## src/rtl/team_08_gpio_pkg.sv

```systemverilog
// Shared constants for the team_08 GPIO front end: register map, LA bus field
// positions and the pin-count ceiling.
package team_08_gpio_pkg;

  localparam int MAX_PINS = 64;

  localparam logic [7:0] ADDR_OVR_EN     = 8'd0;
  localparam logic [7:0] ADDR_OVR_VAL    = 8'd1;
  localparam logic [7:0] ADDR_OVR_OE     = 8'd2;
  localparam logic [7:0] ADDR_RISE_MASK  = 8'd3;
  localparam logic [7:0] ADDR_FALL_MASK  = 8'd4;
  localparam logic [7:0] ADDR_STATUS_CLR = 8'd5;

  localparam int LA_WDATA_LSB = 0;
  localparam int LA_ADDR_LSB  = 64;
  localparam int LA_STB_BIT   = 72;

endpackage

```

## src/rtl/team_08_gpio_pin_in.sv

```systemverilog
// One GPIO input lane: synchroniser, optional debounce (TEAM_08_GPIO_DEBOUNCE_EN),
// and registered rise/fall pulses that follow pin_val transitions by one cycle.
module team_08_gpio_pin_in #(
  parameter int SYNC_STAGES = 2
`ifdef TEAM_08_GPIO_DEBOUNCE_EN
  , parameter int DEB_CYCLES = 4
  , parameter int DEB_W      = $clog2(DEB_CYCLES + 1)
`endif
) (
  input  logic clk,
  input  logic nrst,
  input  logic en,
  input  logic i_pin,
  output logic o_val,
  output logic o_rise,
  output logic o_fall
);

  logic [SYNC_STAGES-1:0] r_sync;
  logic                   r_val;
  logic                   r_val_d;
  logic                   r_rise;
  logic                   r_fall;
  logic                   w_s;

  assign w_s = r_sync[SYNC_STAGES-1];

  always_ff @(posedge clk or negedge nrst) begin
    if (!nrst) begin
      r_sync <= '0;
    end else if (!en) begin
      r_sync <= '0;
    end else begin
      r_sync <= {r_sync[SYNC_STAGES-2:0], i_pin};
    end
  end

`ifdef TEAM_08_GPIO_DEBOUNCE_EN
  logic [DEB_W-1:0] r_cnt;

  // pin_val only follows s after it has differed for DEB_CYCLES consecutive cycles
  always_ff @(posedge clk or negedge nrst) begin
    if (!nrst) begin
      r_cnt <= '0;
      r_val <= 1'b0;
    end else if (!en) begin
      r_cnt <= '0;
      r_val <= 1'b0;
    end else if (w_s == r_val) begin
      r_cnt <= '0;
    end else if (r_cnt == DEB_W'(DEB_CYCLES - 1)) begin
      r_val <= w_s;
      r_cnt <= '0;
    end else begin
      r_cnt <= r_cnt + 1'b1;
    end
  end
`else
  always_ff @(posedge clk or negedge nrst) begin
    if (!nrst) begin
      r_val <= 1'b0;
    end else if (!en) begin
      r_val <= 1'b0;
    end else begin
      r_val <= w_s;
    end
  end
`endif

  always_ff @(posedge clk or negedge nrst) begin
    if (!nrst) begin
      r_val_d <= 1'b0;
      r_rise  <= 1'b0;
      r_fall  <= 1'b0;
    end else if (!en) begin
      r_val_d <= 1'b0;
      r_rise  <= 1'b0;
      r_fall  <= 1'b0;
    end else begin
      r_val_d <= r_val;
      r_rise  <= r_val & ~r_val_d;
      r_fall  <= ~r_val & r_val_d;
    end
  end

  assign o_val  = r_val;
  assign o_rise = r_rise;
  assign o_fall = r_fall;

endmodule

```

## src/rtl/team_08_gpio_ctrl.sv

```systemverilog
// GPIO front end: LA register port, pin override/drive registers, per-pin input
// lanes and sticky maskable interrupt. Debounce is built when TEAM_08_GPIO_DEBOUNCE_EN is defined.
module team_08_gpio_ctrl
  import team_08_gpio_pkg::*;
#(
  parameter int NUM_PINS    = 34,
  parameter int SYNC_STAGES = 2,
  parameter int DEB_CYCLES  = 1000,
  parameter int DEB_W       = $clog2(DEB_CYCLES + 1)
) (
  input  logic                clk,
  input  logic                nrst,
  input  logic                en,
  input  logic [127:0]        la_data_in,
  input  logic [127:0]        la_oenb,
  output logic [127:0]        la_data_out,
  input  logic [NUM_PINS-1:0] gpio_in,
  output logic [NUM_PINS-1:0] gpio_out,
  output logic [NUM_PINS-1:0] gpio_oeb,
  input  logic [NUM_PINS-1:0] core_out,
  input  logic [NUM_PINS-1:0] core_oe,
  output logic [NUM_PINS-1:0] pin_val,
  output logic [NUM_PINS-1:0] rise,
  output logic [NUM_PINS-1:0] fall,
  output logic                irq
);

  if (NUM_PINS < 1 || NUM_PINS > MAX_PINS || SYNC_STAGES < 2 || DEB_CYCLES < 1 ||
      DEB_W != $clog2(DEB_CYCLES + 1)) begin : g_param_err
    $error("team_08_gpio_ctrl: illegal parameter combination");
  end

  logic                r_stb;
  logic                r_stb_d;
  logic [7:0]          r_addr;
  logic [NUM_PINS-1:0] r_wdata;
  logic                w_wr;

  logic [NUM_PINS-1:0] r_ovr_en, r_ovr_val, r_ovr_oe, r_rise_mask, r_fall_mask;
  logic [NUM_PINS-1:0] r_gpio_out, r_gpio_oeb, r_irq_status;
  logic                r_irq;
  logic [NUM_PINS-1:0] w_pin_val, w_rise, w_fall, w_set, w_clr;
  logic [63:0]         w_pin64, w_status64;
  logic                w_unused_la;

  assign w_unused_la = ^{la_data_in, la_oenb};

  // Address and data are captured alongside the strobe so the write uses the edge-cycle values
  always_ff @(posedge clk or negedge nrst) begin
    if (!nrst) begin
      r_stb   <= 1'b0;
      r_stb_d <= 1'b0;
      r_addr  <= '0;
      r_wdata <= '0;
    end else begin
      r_stb   <= la_data_in[LA_STB_BIT] & ~la_oenb[LA_STB_BIT];
      r_stb_d <= r_stb;
      r_addr  <= la_data_in[LA_ADDR_LSB +: 8];
      r_wdata <= la_data_in[LA_WDATA_LSB +: NUM_PINS];
    end
  end

  assign w_wr = r_stb & ~r_stb_d;

  always_ff @(posedge clk or negedge nrst) begin
    if (!nrst) begin
      r_ovr_en    <= '0;
      r_ovr_val   <= '0;
      r_ovr_oe    <= '0;
      r_rise_mask <= '0;
      r_fall_mask <= '0;
    end else if (w_wr) begin
      case (r_addr)
        ADDR_OVR_EN:    r_ovr_en    <= r_wdata;
        ADDR_OVR_VAL:   r_ovr_val   <= r_wdata;
        ADDR_OVR_OE:    r_ovr_oe    <= r_wdata;
        ADDR_RISE_MASK: r_rise_mask <= r_wdata;
        ADDR_FALL_MASK: r_fall_mask <= r_wdata;
        default:        ;
      endcase
    end
  end

  always_ff @(posedge clk or negedge nrst) begin
    if (!nrst) begin
      r_gpio_out <= '0;
      r_gpio_oeb <= '1;
    end else if (!en) begin
      r_gpio_out <= '0;
      r_gpio_oeb <= '1;
    end else begin
      r_gpio_out <= (r_ovr_en & r_ovr_val) | (~r_ovr_en & core_out);
      r_gpio_oeb <= ~((r_ovr_en & r_ovr_oe) | (~r_ovr_en & core_oe));
    end
  end

  for (genvar g = 0; g < NUM_PINS; g++) begin : g_pin
    team_08_gpio_pin_in #(
      .SYNC_STAGES(SYNC_STAGES)
`ifdef TEAM_08_GPIO_DEBOUNCE_EN
      , .DEB_CYCLES(DEB_CYCLES)
      , .DEB_W(DEB_W)
`endif
    ) u_pin (
      .clk   (clk),
      .nrst  (nrst),
      .en    (en),
      .i_pin (gpio_in[g]),
      .o_val (w_pin_val[g]),
      .o_rise(w_rise[g]),
      .o_fall(w_fall[g])
    );
  end

  assign w_set = (w_rise & r_rise_mask) | (w_fall & r_fall_mask);
  assign w_clr = (w_wr && r_addr == ADDR_STATUS_CLR) ? r_wdata : '0;

  // Set is OR-ed in after the clear so a same-cycle event is never lost
  always_ff @(posedge clk or negedge nrst) begin
    if (!nrst) begin
      r_irq_status <= '0;
      r_irq        <= 1'b0;
    end else begin
      r_irq_status <= en ? ((r_irq_status & ~w_clr) | w_set) : '0;
      r_irq        <= |r_irq_status;
    end
  end

  always_comb begin
    w_pin64                  = '0;
    w_status64               = '0;
    w_pin64[NUM_PINS-1:0]    = w_pin_val;
    w_status64[NUM_PINS-1:0] = r_irq_status;
  end

  assign la_data_out = {w_status64, w_pin64};
  assign gpio_out    = r_gpio_out;
  assign gpio_oeb    = r_gpio_oeb;
  assign pin_val     = w_pin_val;
  assign rise        = w_rise;
  assign fall        = w_fall;
  assign irq         = r_irq;

endmodule

```

## config.mk

```make
export PLATFORM = sky130hd
export DESIGN_NAME = team_08_gpio_ctrl
export DESIGN_NICKNAME = d
export VERILOG_FILES = /design/src/rtl/team_08_gpio_pkg.sv /design/src/rtl/team_08_gpio_pin_in.sv /design/src/rtl/team_08_gpio_ctrl.sv
export SDC_FILE = /design/constraint.sdc
export NUM_CORES = 1
export LEC_CHECK = 0
export ABC_AREA = 0
export CAP_MARGIN = 20
export CELL_PAD_IN_SITES_DETAIL_PLACEMENT = 0
export CELL_PAD_IN_SITES_GLOBAL_PLACEMENT = 1
export CORE_UTILIZATION = 27
export CTS_CLUSTER_SIZE = 28
export DETAILED_ROUTE_END_ITERATION = 7
export PLACE_DENSITY = 0.65
export SLEW_MARGIN = 20
export SYNTH_ARGS = -nofsm -noshare
export SYNTH_HDL_FRONTEND = slang
export SYNTH_HIERARCHICAL = 1
export SYNTH_SLANG_ARGS = --single-unit
```

## constraint.sdc

```tcl
create_clock -name clk -period 2.4 [get_ports clk]
set_clock_uncertainty 0.05 [all_clocks]
set_input_delay 0.6 -clock clk [delete_from_list [all_inputs] [get_ports clk]]
set_output_delay 0.6 -clock clk [all_outputs]
set_load 0.03 [all_outputs]
```

==> impl_metrics.py <==
metrics = {
    "die": {
        "die_y_microns": 272.6,
        "die_w_microns": 272.6,
        "core_sq_mm": 0.07198,
        "num_rows": 98,
        "start_util_pct": 27.46,
        "dieArea_sq_mm": 0.07429,
        "pin_count": 660,
    },
    "yosys": {
        "synth_edf_count": 0,
        "async_flop_share_pct": 100.0,
        "ys_seq_elements": 521,
        "yosysUniqueCellTypes": 31,
        "synthCells": 1355,
        "syn_area_sq_mm": 0.01977,
        "ys_seq_area_share_pct": 66.17,
        "syn_area_per_cell_sq_um": 14.59,
        "synth_warnings": 6,
        "ys.flop_type": "dfrtp_1",
    },
    "setup_path": {
        "start_kind": "flip-flop",
        "crit_type": "flip-flop to output pin",
        "required_ns": 1.75,
        "rr_startpoint": "r_addr[5]$_DFF_PN0_",
        "slowest_delay_ns": 0.72,
        "path_max_fanout": 3,
        "cpMaxStageDelayCell": "clkdlybuf4s50_1",
        "rrSetupSlack_ns": 0.09,
        "crit_family": "buffers and inverters",
        "r2r_end": "r_ovr_val[11]$_DFFE_PN0P_",
        "arrival_ns": 1.70,
        "crit_chain": "clkdlybuf4s50_1",
        "critPathBufInv": 1,
        "cp-end-kind": "output pin",
        "reg2reg_depth": 4,
    },
    "route": {
        "topRoutingLayerUsed": "met5",
        "vias_per_cell": 4.209,
        "met1_length_mm": 24.67,
        "drt_iter0_markers": 496,
        "postRouteAntennaNets": 0,
        "wl_met3_mm": 3.309,
        "dr.pass1.iters": 4,
        "wirelength_mm": 53.88,
        "routed-wl-met2_mm": 24.85,
        "via_count": 11680,
        "wl_per_cell_microns": 19.42,
        "drc": 0,
    },
    "power": {
        "leakage_uw": 0.01346,
        "fin_total_pwr_uw": 19580,
        "powerDensity_mw_per_mm2": 737.4,
        "ir_worst_vdd_mv": 0.5488,
    },
    "global_route": {
        "grt_pass1_vias": 12550,
        "grt_pass1_wl_mm": 81.09,
        "grt_remaining_overflow": 0,
        "grt_max_degree": 95,
        "grt_antenna_before_repair": 12,
        "gr-usage-all-layers_pct": 14.54,
    },
    "clock_tree": {
        "cts_tree": "done",
        "clk_path_buf_depth": 3,
        "clk-insertion-delay-late_ns": 0.60,
        "cts_made_buffers": 57,
        "clk_pin_slew_worst_paths_ns": 0.06,
        "ctsHtreeMaxLevel": 2,
        "root_buffer": "clkbuf_16",
        "clock-sinks": 521,
    },
    "run": {
        "max_cap_viol_count": 0,
    },
    "place": {
        "port_buffers": 387,
        "gp_congestion": 0.7785,
        "place_area_sq_mm": 0.02469,
        "hpwl_mm": 37.72,
    },
    "sta": {
        "worst_pin_slew_ns": 0.7046,
        "fin_crit_sh_pct": 98.01,
        "finalHoldViolations": 0,
        "slew_headroom_pct": 52.60,
        "setup_tns_ns": 0,
        "finalSetupViolations": 0,
        "rsz0062_at_grt": "false",
        "whs_ns": 0.3647,
        "min_period_ns": 2.352,
        "maxSlewViolCount": 0,
        "max_freq_mhz": 425.1,
    },
    "layout": {
        "final_area_sq_mm": 0.02656,
        "area_delta_synth_final_pct": 34.36,
        "drive_gt1_share_pct": 27.68,
        "layout.nets": 2135,
        "final_common_cell": "dfrtp_1",
        "layout_common_cells": "dfrtp_1, clkdlybuf4s50_1, mux2_2",
    },
    "hold_path": {
        "hp-class": "flip-flop to flip-flop",
        "hold_depth": 0,
        "whs_endpoint": "r_stb_d$_DFF_PN0_",
        "min_from": "r_stb$_DFF_PN0_",
    },
    "run_status": {
        "status": "finished clean",
    },
}
## per-layer routing
metal  GRT usage [%]  vias to the layer above
li1                -                     5307
met1           19.82                     5953
met2           22.91                      346
met3           3.638                       71
met4           3.977                        4
met5               0                        -
## cell usage after synthesis (2+ instances only)
cell | count | area [sq um]
a21oi_1 | 34 | 170.2
a22o_1 | 34 | 297.8
and2_2 | 136 | 1021
and3b_1 | 68 | 595.6
buf_2 | 6 | 30.03
buf_4 | 94 | 705.7
buf_6 | 5 | 56.30
clkbuf_1 | 21 | 78.83
dfrtp_1 | 487 | 12190
dfstp_2 | 34 | 893.4
inv_1 | 35 | 131.4
mux2_1 | 5 | 56.30
mux2_2 | 169 | 1903
mux2_4 | 30 | 450.4
mux2i_1 | 34 | 340.3
nand2_1 | 35 | 131.4
nand4_1 | 3 | 18.77
nor2_1 | 35 | 131.4
nor2b_1 | 35 | 219.0
nor4_1 | 9 | 56.30
nor4_4 | 2 | 42.54
o21ai_0 | 34 | 170.2
or4_4 | 2 | 22.52
## sequential cells by signal, indices dropped and copies added, names as in the netlist, 8 cells and up
register             count
g_pin.u_pin/o_fall      34
g_pin.u_pin/o_rise      34
g_pin.u_pin/o_val       34
g_pin.u_pin/r_sync      68
g_pin.u_pin/r_val_d     34
gpio_oeb                34
gpio_out                34
r_addr                   8
r_fall_mask             34
r_irq_status            34
r_ovr_en                34
r_ovr_oe                34
r_ovr_val               34
r_rise_mask             34
r_wdata                 34
## logic make-up (layout without fill, tap and decap cells)
group           after synthesis  in the layout  synth area share [%]
compound gates              102            102                 3.228
buf+inv                     161            568                 5.070
flops                       521            521                 66.17
mux                         238            238                 13.91
other cells                   1             64               0.01897
simple gates                332            332                 11.60
## report_power, final
part	switching (uW)	leakage (uW)	internal (uW)
sequential	177	0.00694	9060
combinational	783	0.00558	592
clock	3540	0.000938	5440
## per-stage QoR
| stage | setup slack (ns) | instances | utilization [%] |
|---|---|---|---|
| final | 0.04788 | 2775 | 36.90 |
| after global routing | 0.0006395 | 2773 | 36.89 |
| after CTS | 0.00007727 | 2771 | 36.81 |
| after detailed placement | 0.09141 | 2664 | 34.30 |
| after global placement | 0.1007 | 2664 | 34.30 |
| after floorplan | 0.1244 | 1414 | - |
## how the worst max path moves through the flow
stage / endpoint / cells past startpoint / slack, ns / from
after global routing: la_data_out[69] / 1 / 0.0006 / r_irq_status[5]$_DFF_PN0_
after floorplan: r_ovr_val[10]$_DFFE_PN0P_ / 6 / 0.12 / r_addr[5]$_DFF_PN0_
after CTS: fall[0] / 1 / 0.00008 / g_pin[0].u_pin/o_fall$_DFF_PN0_
after global placement: r_ovr_val[6]$_DFFE_PN0P_ / 4 / 0.10 / r_addr[5]$_DFF_PN0_
final: la_data_out[75] / 1 / 0.05 / r_irq_status[11]$_DFF_PN0_
after detailed placement: r_ovr_val[10]$_DFFE_PN0P_ / 4 / 0.09 / r_addr[5]$_DFF_PN0_
## cell type report
cell class                 instances  area [sq um]
antenna                            4         10.01
clock buffer                      89          1677
clock inverter                    17         275.3
fill                            6873         45420
inverter                          35         131.4
multi-input combinational        732          5914
sequential                       521         13080
tap                              950          1189
timing repair buffer             427          4283
## timing repair
action	in CTS	in global routing
buffers inserted	0	0
hold endpoints to repair	16	0
gates resized for setup	126	22
hold buffers	1	0
endpoints found under the setup margin	128	22
(Power assumes the default switching activity.)
